### config.mk
export PLATFORM = sky130hd
export DESIGN_NAME = mem_bus_arbiter
export DESIGN_NICKNAME = d
export VERILOG_FILES = /design/src/rtl/mem_bus_arbiter_pkg.sv /design/src/rtl/mem_bus_arbiter.sv
export SDC_FILE = /design/constraint.sdc
export NUM_CORES = 1
export LEC_CHECK = 0
export ABC_AREA = 1
export BUFFER_PORTS_ARGS = -buffer_cell sky130_fd_sc_hd__buf_4
export CORE_MARGIN = 4
export CORE_UTILIZATION = 48
export CTS_CLUSTER_DIAMETER = 100
export DETAILED_ROUTE_END_ITERATION = 8
export PLACE_DENSITY = 0.8
export SYNTH_ARGS = -nofsm -noshare
export SYNTH_HDL_FRONTEND = slang
export SYNTH_SLANG_ARGS = --single-unit
### constraint.sdc
create_clock -name clk -period 2 [get_ports clk]
set_clock_uncertainty 0.05 [all_clocks]
set_input_delay 0 -clock clk [delete_from_list [all_inputs] [get_ports clk]]
set_output_delay 0 -clock clk [all_outputs]
set_load 0.01 [all_outputs]
### src/rtl/mem_bus_arbiter_pkg.sv
// Shared types and constants for the external memory bus arbiter.
package mem_bus_arbiter_pkg;

  typedef enum logic [2:0] {
    ARB_IDLE    = 3'd0,
    ARB_D_BUS   = 3'd1,
    ARB_I_BUS   = 3'd2,
    ARB_I_DRAIN = 3'd3,
    ARB_D_DONE  = 3'd4,
    ARB_I_DONE  = 3'd5
  } arb_state_e;

  localparam logic [31:0] ZERO_WORD = 32'h0000_0000;
  localparam logic [3:0]  SEL_ALL   = 4'hF;
  localparam int          TMO_W     = 16;

  typedef struct packed {
    logic        cyc;
    logic        we;
    logic [3:0]  sel;
    logic [31:0] addr;
    logic [31:0] wdata;
  } bus_req_t;

endpackage

### src/rtl/mem_bus_arbiter.sv
// Single-master bus arbiter: data port has priority over instruction fetch;
// registered bus cycle, ack-or-timeout completion, combinational stall requests.
module mem_bus_arbiter
  import mem_bus_arbiter_pkg::*;
#(
  parameter int TIMEOUT = 255
) (
  input  logic        clk,
  input  logic        rst,
  input  logic        flush,
  input  logic        if_req_i,
  input  logic [31:0] if_addr_i,
  output logic [31:0] if_rdata_o,
  output logic        if_stallreq_o,
  input  logic        dm_req_i,
  input  logic        dm_we_i,
  input  logic [3:0]  dm_sel_i,
  input  logic [31:0] dm_addr_i,
  input  logic [31:0] dm_wdata_i,
  output logic [31:0] dm_rdata_o,
  output logic        dm_stallreq_o,
  output logic        bus_cyc_o,
  output logic        bus_stb_o,
  output logic        bus_we_o,
  output logic [3:0]  bus_sel_o,
  output logic [31:0] bus_addr_o,
  output logic [31:0] bus_wdata_o,
  input  logic [31:0] bus_rdata_i,
  input  logic        bus_ack_i,
  output logic        bus_err_o
);

  localparam logic [TMO_W-1:0] TMO_LAST = TMO_W'(TIMEOUT - 1);

  arb_state_e       state_q, state_d;
  bus_req_t         bus_q, bus_d;
  logic [31:0]      if_rdata_q, if_rdata_d;
  logic [31:0]      dm_rdata_q, dm_rdata_d;
  logic             err_q, err_d;
  logic [TMO_W-1:0] tmo_q, tmo_d;
  logic             tmo_hit;

  // Abort only when this would be the TIMEOUT-th bus cycle and no ack arrives in it.
  assign tmo_hit = (TIMEOUT != 0) && (tmo_q == TMO_LAST) && !bus_ack_i;

  always_comb begin
    state_d    = state_q;
    bus_d      = bus_q;
    if_rdata_d = if_rdata_q;
    dm_rdata_d = dm_rdata_q;
    err_d      = 1'b0;
    tmo_d      = tmo_q + TMO_W'(1);
    case (state_q)
      ARB_IDLE: begin
        tmo_d = '0;
        if (dm_req_i) begin
          bus_d   = '{cyc: 1'b1, we: dm_we_i, sel: dm_sel_i, addr: dm_addr_i, wdata: dm_wdata_i};
          state_d = ARB_D_BUS;
        end else if (if_req_i) begin
          bus_d   = '{cyc: 1'b1, we: 1'b0, sel: SEL_ALL, addr: if_addr_i, wdata: ZERO_WORD};
          state_d = ARB_I_BUS;
        end
      end
      ARB_D_BUS: begin
        if (bus_ack_i) begin
          dm_rdata_d = bus_rdata_i;
          bus_d.cyc  = 1'b0;
          state_d    = ARB_D_DONE;
        end else if (tmo_hit) begin
          dm_rdata_d = ZERO_WORD;
          bus_d.cyc  = 1'b0;
          err_d      = 1'b1;
          state_d    = ARB_D_DONE;
        end
      end
      ARB_I_BUS: begin
        if (bus_ack_i || tmo_hit) begin
          bus_d.cyc = 1'b0;
          err_d     = tmo_hit;
          // A flush in the completing cycle cancels delivery either way.
          if (flush) begin
            state_d = ARB_IDLE;
          end else begin
            if_rdata_d = bus_ack_i ? bus_rdata_i : ZERO_WORD;
            state_d    = ARB_I_DONE;
          end
        end else if (flush) begin
          tmo_d   = '0;
          state_d = ARB_I_DRAIN;
        end
      end
      ARB_I_DRAIN: begin
        if (bus_ack_i || tmo_hit) begin
          bus_d.cyc = 1'b0;
          err_d     = tmo_hit;
          state_d   = ARB_IDLE;
        end
      end
      ARB_D_DONE, ARB_I_DONE: state_d = ARB_IDLE;
      default:                state_d = ARB_IDLE;
    endcase
  end

  always_ff @(posedge clk or negedge rst) begin
    if (!rst) begin
      state_q    <= ARB_IDLE;
      bus_q      <= '0;
      if_rdata_q <= ZERO_WORD;
      dm_rdata_q <= ZERO_WORD;
      err_q      <= 1'b0;
      tmo_q      <= '0;
    end else begin
      state_q    <= state_d;
      bus_q      <= bus_d;
      if_rdata_q <= if_rdata_d;
      dm_rdata_q <= dm_rdata_d;
      err_q      <= err_d;
      tmo_q      <= tmo_d;
    end
  end

  assign bus_cyc_o     = bus_q.cyc;
  assign bus_stb_o     = bus_q.cyc;
  assign bus_we_o      = bus_q.we;
  assign bus_sel_o     = bus_q.sel;
  assign bus_addr_o    = bus_q.addr;
  assign bus_wdata_o   = bus_q.wdata;
  assign bus_err_o     = err_q;
  assign if_rdata_o    = if_rdata_q;
  assign dm_rdata_o    = dm_rdata_q;
  assign dm_stallreq_o = dm_req_i && (state_q != ARB_D_DONE);
  assign if_stallreq_o = if_req_i && (state_q != ARB_I_DONE);

endmodule
# Yosys cells after proc, flatten, opt, wreduce, memory -nomap -nowiden
# Cells that the tools add are included.
dict set report totals {
  register_bits 154
  inputBits 139
  output_inout_bits 138
}
dict set report classes {
  n_addsub 1
  n_eq_ne 11
  muxes 25
  bitwise_logic 1
  reduce_logical 15
}
# op count
set ops {}
lappend ops {{two-way mux 70 bit} 2}
lappend ops {{two-way mux 32 bit} 3}
lappend ops {{two-way mux 16 bit} 2}
lappend ops {{one-hot mux 16 bit (2 select lines)} 1}
lappend ops {{two-way mux 3 bit} 8}
lappend ops {{adder 16 x 1 -> 16 bit, second input constant} 1}
lappend ops {{== test 16 x 8 -> 1 bit, second input constant} 1}
lappend ops {{inequality test 3 bit, second input constant} 5}
lappend ops {{one-hot mux 3 bit (4 select lines)} 1}
lappend ops {{AND reduction 4 bit} 2}
lappend ops {{== test 3 x 2 -> 1 bit, second input constant} 2}
lappend ops {{two-way mux 1 bit} 6}
lappend ops {{AND reduction 2 bit} 2}
lappend ops {{nonzero test 2 bit} 2}
lappend ops {{== test 3 x 1 -> 1 bit, second input constant} 1}
lappend ops {{logical AND 1 bit} 3}
lappend ops {{logical NOT 3 bit} 1}
lappend ops {{one-hot mux 1 bit (3 select lines)} 1}
lappend ops {{AND reduction 3 bit} 1}
lappend ops {{nonzero test 3 bit} 1}
lappend ops {{inequality test 2 x 1 -> 1 bit, second input constant} 1}
lappend ops {{inequality test 2 bit, second input constant} 1}
lappend ops {{one-hot mux 1 bit (2 select lines)} 1}
lappend ops {{OR reduction 2 bit} 1}
lappend ops {{other kinds (3)} 3}

# Longest topological paths before layout
# Gate-level depths: netlist of run 1.
dict set report depth {
  depth_word 5
  ltp_mapped 10
}

# Least setup slack after synthesis of run 1
# Ideal clock, no wire load.
dict set report synth_timing {
  kind {register -> register}
  from {register tmo_q[0]}
  to {register dm_rdata_q[23] (netlist: dm_rdata_o[23])}
  arrival_ns 1.342
  t_required_ns 1.831
  setup_slack_ns 0.489
  path_stages_with_launch 11
  path_buffers 1
  cell_sequence {dfrtp_1 > inv_1 > ha_1 > nand2_1 > nor2_1 > nand2_4 > nand2_4 > nand2_4 > buf_6 > nand2_1 > o21ai_2}
}
dict set report synth_via {
  elab_chain_len 4
}
# element line_no
set synth_rtl {}
lappend synth_rtl {{start, declared} mem_bus_arbiter.sv:40} ;# logic [TMO_W-1:0] tmo_q, tmo_d;
lappend synth_rtl {{start signal, assigned} mem_bus_arbiter.sv:118} ;# tmo_q <= tmo_d;
lappend synth_rtl {{== test 16 x 8 -> 1 bit} mem_bus_arbiter.sv:44} ;# assign tmo_hit = (TIMEOUT != 0) && (tmo_q == TMO_LAST) && !bus_ack_i;
lappend synth_rtl {{logical AND 1 bit} mem_bus_arbiter.sv:44}
lappend synth_rtl {{nonzero test 2 bit (no source line)} -}
lappend synth_rtl {{AND reduction 2 bit (no source line)} -}
lappend synth_rtl {{end signal, assigned} mem_bus_arbiter.sv:116} ;# dm_rdata_q <= dm_rdata_d;
lappend synth_rtl {{end, declared} mem_bus_arbiter.sv:38} ;# logic [31:0] dm_rdata_q, dm_rdata_d;
# No other way between the ends.
# A chain may end at the register's enable or synchronous reset.

# Final worst setup path of run 1
dict set report layout_timing {
  from {register state_q[2]}
  to {register bus_q, in the netlist bus_addr_o[27]}
}
dict set report layout_via {
  elab_chain_len 2
}
# element line_no
set layout_rtl {}
lappend layout_rtl {{start, declared} mem_bus_arbiter.sv:35} ;# arb_state_e state_q, state_d;
lappend layout_rtl {{start signal, assigned} mem_bus_arbiter.sv:113} ;# state_q <= state_d;
lappend layout_rtl {{logical NOT 3 bit} mem_bus_arbiter.sv:53} ;# case (state_q)
lappend layout_rtl {{AND reduction 2 bit (no source line)} -}
lappend layout_rtl {{end signal, assigned} mem_bus_arbiter.sv:114} ;# bus_q <= bus_d;
lappend layout_rtl {{end, declared} mem_bus_arbiter.sv:36} ;# bus_req_t bus_q, bus_d;
# No other way between the ends.

==> impl_metrics.toml, run 1 <==
[status]
outcome = "completed"

[cts]
cts_tree = "built"
clockRootBuffer = "clkbuf_16"
clockBufferDepth = 2
cts.sinks = 154
cts_buffers = 17
clk_transition_reported_paths_ns = 0.06
h-tree-depth = 4
clk_latency_ns = 0.42

[timing]
relSlewSlack_pct = 62.15
finalHoldViolations = 0
fmax_mhz = 509.4
fin_crit_sh_pct = 98.16
tightest_slew_ns = 0.5677
finalWorstPathRequiredPeriod_ns = 1.963
slew_violations = 0
setup_viol = 0

[pwr]
vdd_drop_max_mv = 0.9117
p_per_area_nw_per_um2 = 1400
leakage_nw = 5.510
total_power_w = 0.01551

[routing]
final_antenna_net_count = 0
first_pass_iters = 6
drt_iter0_drc = 487
detail_route.wl_per_cell_um = 17.77
vias = 6752
drc = 0
wl_mm = 22.78
viasPerCell = 5.267

[global_route]
grt_pass1_wl_mm = 35.76
grt_remaining_overflow = 0
grt-busiest-layer = "met2"
met2_usage_pct = 48.07
track_usage_pct = 28.06
use_met1_pct = 32.57
grt_max_degree = 68
use_met3_pct = 7.789
antenna_found_initial = 1
grt_pass1_vias = 7035

[synth]
ys.flop_type = "dfrtp_1"
async_flop_share_pct = 100.0
syn_area_um2 = 6730
syn_avg_cell_area_um2 = 10.12
syn_inst = 665
ys_top_cells_by_area = "dfrtp_1, nand2_1, o21ai_2, nor2_1, a22o_1"
ys_seq_elements = 154
synth_edf_count = 0
syn_nets = 806
synth_area_leader_cell = "dfrtp_1"
yosysUniqueCellTypes = 30
ys_warn_count = 0
ys_seq_area_share_pct = 57.26
synth_top_area_share_pct = 57.26

[floorplanning]
num_rows = 43
start_util_pct = 48.67
io_pins = 277
die_width_um = 126.4
die_y_um = 126.4
core_area_um2 = 13830
dieArea_um2 = 15980

[setup_path]
critical_path_class = "reg -> reg"
endpoint_kind = "flip-flop"
cp.arrival_ns = 2.22
cp_data_required_time_ns = 2.26
worstSetupStartpointType = "flip-flop"
cp_max_fo = 5

[placed_design]
dp_cells = 1096
place_congestion = 0.8677
place_area_um2 = 8930
port_buffers = 276
dp_hpwl_mm = 12.85

[final_layout]
final_layout_size_suffix_gt1_share_pct = 38.33
nNetsFinal = 1229
finalNonFillerCells = 1282
syn2layout_area_growth_pct = 64.57
final_cell_area_um2 = 11080

[run]
cap_violations = 0

[worst_hold_path]
hold_path.class = "in -> reg"
worst paths after layout:
kind	cells after the start	startpoint	slack, ns	to
worst max-delay path	7	state_q[2]	0.04	bus_addr_o[27]
max in group asynchronous	3	rst	1.15	dm_rdata_o[13]
worst min-delay path	3	dm_req_i	0.05	bus_cyc_o
worst max register to register	7	state_q[2]	0.04	bus_addr_o[27]
min in group asynchronous	2	rst	0.07	dm_rdata_o[4]
worst min register to register	2	if_rdata_o[31]	0.43	if_rdata_o[31]
critical path, stage by stage, from the launching register on:
cell	delay [ns]
dfrtp_2	0.45
nor2_4	0.15
inv_2	0.06
nor2_4	0.23
o21ai_2	0.16
nand2_1	0.12
o31ai_2	0.07
dlygate4sd3_1	0.56
state kept, by name (all words and copies together), names as in the netlist:
name,flops
bus_addr_o,32
bus_cyc_o,1
bus_err_o,1
bus_sel_o,4
bus_wdata_o,32
bus_we_o,1
dm_rdata_o,32
if_rdata_o,32
state_q,3
tmo_q,16
kinds of logic (layout without fill, tap and decap cells):
group | Yosys count | count (layout) | synth area share [%]
xor+xnor | 10 | 10 | 1.301
simple gates | 298 | 298 | 18.50
fa+ha+maj | 2 | 2 | 0.3718
flops | 154 | 154 | 57.26
compound gates | 139 | 141 | 17.23
buf+inv | 62 | 496 | 5.335
other cells | 0 | 1 | 0
repair_timing:
action | 4_1_cts | 5_1_grt
hold endpoints to repair | 272 | 0
setup endpoints to repair | 0 | 7
gates resized for setup | 0 | 6
buffers inserted | 0 | 3
hold buffers | 148 | 0
metal layers:
metal,routed length [um],vias to the layer above,part of all wire [%]
li1,-,3067,-
met5,0,-,0
met1,8605,3239,38
met4,861,0,3.8
met3,1783,77,7.8
met2,11530,369,51
stage by stage:
step | setup TNS (ns) | util [%] | worst slack (ns) | hold WS (ns)
after detailed placement | 0 | 64.58 | 0.1940 | -0.04035
after global placement | 0 | 64.58 | 0.2886 | -0.04099
after global routing | -0.1976 | 80.10 | -0.04803 | 0.07011
after floorplan | 0 | - | 0.4895 | -0.3456
after CTS | 0 | 79.61 | 0.04033 | 0.02956
final | 0 | 80.10 | 0.03690 | 0.04901
area by class of cell:
cell class	count	area, um^2
clock inverters	14	157.7
multi-input cells	451	2565
flip-flops and latches	154	3856
well taps	180	225.2
inverters	24	90.09
diodes	1	2.502
clock buffers	18	439.2
fillers	783	2751
repair buffers	440	3740
where the power goes:
part | leakage [nW] | switching, W | internal (W)
combinational | 3.24 | 0.00346 | 0.00339
sequential | 1.98 | 0.000941 | 0.00447
clock | 0.290 | 0.00134 | 0.00190
total | 5.51 | 0.00574 | 0.00976
layout by cell type, fill, tap and decap left out, types with 7 or more instances in the layout:
cell type / synthesis / routed
a22o_1: 33 / 33
buf_4: 2 / 286
o31ai_1: 32 / 30
dlygate4sd3_1: 0 / 148
nor2_1: 92 / 92
xor2_1: 7 / 7
nand3_1: 11 / 11
nand2_1: 163 / 163
inv_1: 19 / 19
dfrtp_1: 154 / 152
o21ai_2: 65 / 65
nor2_2: 10 / 9
clkbuf_16: 0 / 17
synthesized netlist by cell type (all sizes together), types with 2 or more instances:
master  number
a21oi        3
a22o        33
buf         27
clkbuf      11
dfrtp      154
ha           2
inv         23
nand2      172
nand3       11
nand4        4
nor2       105
nor3         3
o21ai       66
o22a         4
o31ai       32
xnor2        3
xor2         7
Power figures use the tool's default switching activity.
==> run 2: changes to the inputs <==
--- a/config.mk
+++ b/config.mk
@@ -5,13 +5,12 @@
 export SDC_FILE = /design/constraint.sdc
 export NUM_CORES = 1
 export LEC_CHECK = 0
-export ABC_AREA = 1
 export BUFFER_PORTS_ARGS = -buffer_cell sky130_fd_sc_hd__buf_4
 export CORE_MARGIN = 4
 export CORE_UTILIZATION = 48
 export CTS_CLUSTER_DIAMETER = 100
 export DETAILED_ROUTE_END_ITERATION = 8
-export PLACE_DENSITY = 0.8
+export PLACE_DENSITY = 0.81
 export SYNTH_ARGS = -nofsm -noshare
 export SYNTH_HDL_FRONTEND = slang
 export SYNTH_SLANG_ARGS = --single-unit
==> impl_metrics.toml, run 2 <==
[status]
outcome = "finished, violations left"
violations = "negative setup slack"

[setup_path]
startpoint = "tmo_q[0]"
cp.arrival_ns = 2.31
endpoint_kind = "flip-flop"
path_cells = "inv_1 > ha_1 > nor4b_4 > a41oi_4 > or4_4 > buf_12 > mux2i_2"
critical_path_class = "reg -> reg"
worstSetupStartpointType = "flip-flop"
cp_data_required_time_ns = 2.28
crit_path_top_delay_cell = "or4_4"
cp_slowest_stage_delay_ns = 0.49
cp_max_fo = 16
critPathTopFamily = "simple AND/OR/NAND/NOR gates"
crit_buf_inv = 2
rr_startpoint = "tmo_q[0]"

[floorplanning]
dieArea_um2 = 15250
num_rows = 41
start_util_pct = 49.93
io_pins = 277
die_width_um = 123.5
core_area_um2 = 12820
die_y_um = 123.5

[cts]
clk_transition_reported_paths_ns = 0.06
cts_buffers = 17
clk_latency_ns = 0.41
cts.sinks = 154
h-tree-depth = 4
clockBufferDepth = 2
cts_tree = "built"
post_cts_buffers = 0
clockRootBuffer = "clkbuf_16"

[timing]
relSlewSlack_pct = 63.24
slew_violations = 0
hold-worst-slack_ns = 0.04355
rsz0062_at_grt = "true"
tightest_slew_ns = 0.5514
setup_ws_ns = -0.02782
fin_crit_sh_pct = 101.4
fmax_mhz = 493.1
finalWorstPathRequiredPeriod_ns = 2.028
finalHoldViolations = 0
setup_viol = 4

[synth]
synth_most_common_cell = "dfrtp_1"
syn_nets = 681
synth_edf_count = 0
syn_avg_cell_area_um2 = 11.86
ys_seq_elements = 154
ys.flop_type = "dfrtp_1"
ys_warn_count = 0
synth_area_leader_cell = "dfrtp_1"
async_flop_share_pct = 100.0
synth_common_cells = "dfrtp_1, nand2_1, a22o_1"
yosysUniqueCellTypes = 39
syn_inst = 540
synth_top_area_share_pct = 60.18
ys_top_cells_by_area = "dfrtp_1, mux2i_1, a22o_1, nand2_1, o21ai_0"
ys_seq_area_share_pct = 60.18
syn_area_um2 = 6404

[global_route]
grt_pass1_vias = 6862
grt_max_degree = 98
grt_remaining_overflow = 0
track_usage_pct = 32.74
grt_pass1_wl_mm = 37.26
antenna_found_initial = 3

[worst_hold_path]
hold_path.class = "in -> reg"
min-delay-start = "bus_ack_i"

[run]
cap_violations = 0

[routing]
wl_mm = 24.82
final_antenna_net_count = 0
first_pass_iters = 5
vias = 6396
drt_iter0_drc = 619
drc = 0
viasPerCell = 5.571
detail_route.wl_per_cell_um = 21.62

[final_layout]
post-route-util_pct = 84.02
syn2layout_area_growth_pct = 68.27
layout_commonest_cell = "buf_4"
final_layout_size_suffix_gt1_share_pct = 34.53
nNetsFinal = 1102
final_cell_mix = "buf_4, dfrtp_1, dlygate4sd3_1, nand2_1, a22o_1"
n_fill_cell = 648

[placed_design]
place_congestion = 0.8463
dp_hpwl_mm = 14.29
port_buffers = 276

[pwr]
total_power_w = 0.01500
p_per_area_nw_per_um2 = 1392
leakage_nw = 5.623
vdd_drop_max_mv = 0.8337
run 2: cell types whose count changed after synthesis, moves of 5 or more:
| cell | delta |
|---|---|
| nand2_1 | -94 |
| nor2_1 | -75 |
| o21ai_2 | -65 |
| mux2i_1 | +64 |
| o21ai_0 | +33 |
| a22o_1 | +32 |
| o31ai_1 | -31 |
| clkbuf_1 | +17 |
| inv_1 | +16 |
| buf_6 | -13 |
| buf_2 | -11 |
| nor2_2 | -10 |
| nand2_2 | -5 |
| nand3_1 | -5 |
run 2: cell type report:
cell class | instances | area, um^2 | share of cell area [%]
inverters | 35 | 131.4 | 1.219
diodes | 3 | 7.507 | 0.06967
well taps | 172 | 215.2 | 1.997
multi-input cells | 315 | 2242 | 20.81
flip-flops and latches | 154 | 3854 | 35.76
clock buffers | 23 | 467.9 | 4.343
repair buffers | 438 | 3715 | 34.48
clock inverters | 8 | 142.6 | 1.324
run 2: stage by stage:
stage / instance area, um^2 / TNS (ns) / setup slack, ns / std cells
after detailed placement: 8762 / -3.939 / -0.1413 / 977
final: 10780 / -0.05789 / -0.02782 / 1148
after CTS: 10760 / -0.1119 / -0.02791 / 1145
after floorplan: 6404 / -0.2300 / -0.007666 / 540
after global routing: 10780 / -2.105 / -0.1117 / 1148
after global placement: 8762 / -3.012 / -0.09640 / 977
run 2: worst paths after layout:
kind                                   to  slack (ns)  cells after the start
max in group asynchronous  dm_rdata_o[18]        1.11                      3
min in group asynchronous   dm_rdata_o[1]        0.08                      2
min reg2reg                 bus_addr_o[0]        0.44                      2
min                            state_q[2]        0.04                      4
max reg2reg                if_rdata_o[12]       -0.03                      7
max                        if_rdata_o[12]       -0.03                      7
run 2: metal layers:
layer  up-vias  track usage, %  routed length, um
li1       2732               -                  -
met3       103           10.93               2470
met2       428           55.62              12300
met4         0           18.27               1257
met5         -               0                  0
met1      3133           35.97               8793
run 2: kinds of logic after synthesis:
| logic type | Yosys count | share of synthesized area [%] |
|---|---|---|
| flip-flops | 154 | 60.18 |
| AO/OA/AOI/OAI | 119 | 14.13 |
| AND/OR/NAND/NOR | 119 | 8.695 |
| buffers and inverters | 71 | 5.100 |
| multiplexers | 64 | 10.00 |
| XOR/XNOR | 11 | 1.505 |
| adder cells (fa/ha/maj) | 2 | 0.3907 |
run 2: timing repair:
item,in CTS,in global routing
setup endpoints to repair,32,32
hold buffers,136,0
pin swaps,1,0
hold endpoints to repair,267,0
resized for setup,2,1
gates cloned,1,0
run 2: worst min-delay path: stages:
cell and delay, ns:
buf_4 0.11, a41oi_4 0.03, buf_4 0.15, nor3_1 0.16
run 2: power breakdown:
part           switching (W)  internal [W]
Sequential           0.00100       0.00445
Combinational        0.00308       0.00310
Clock                0.00123       0.00214
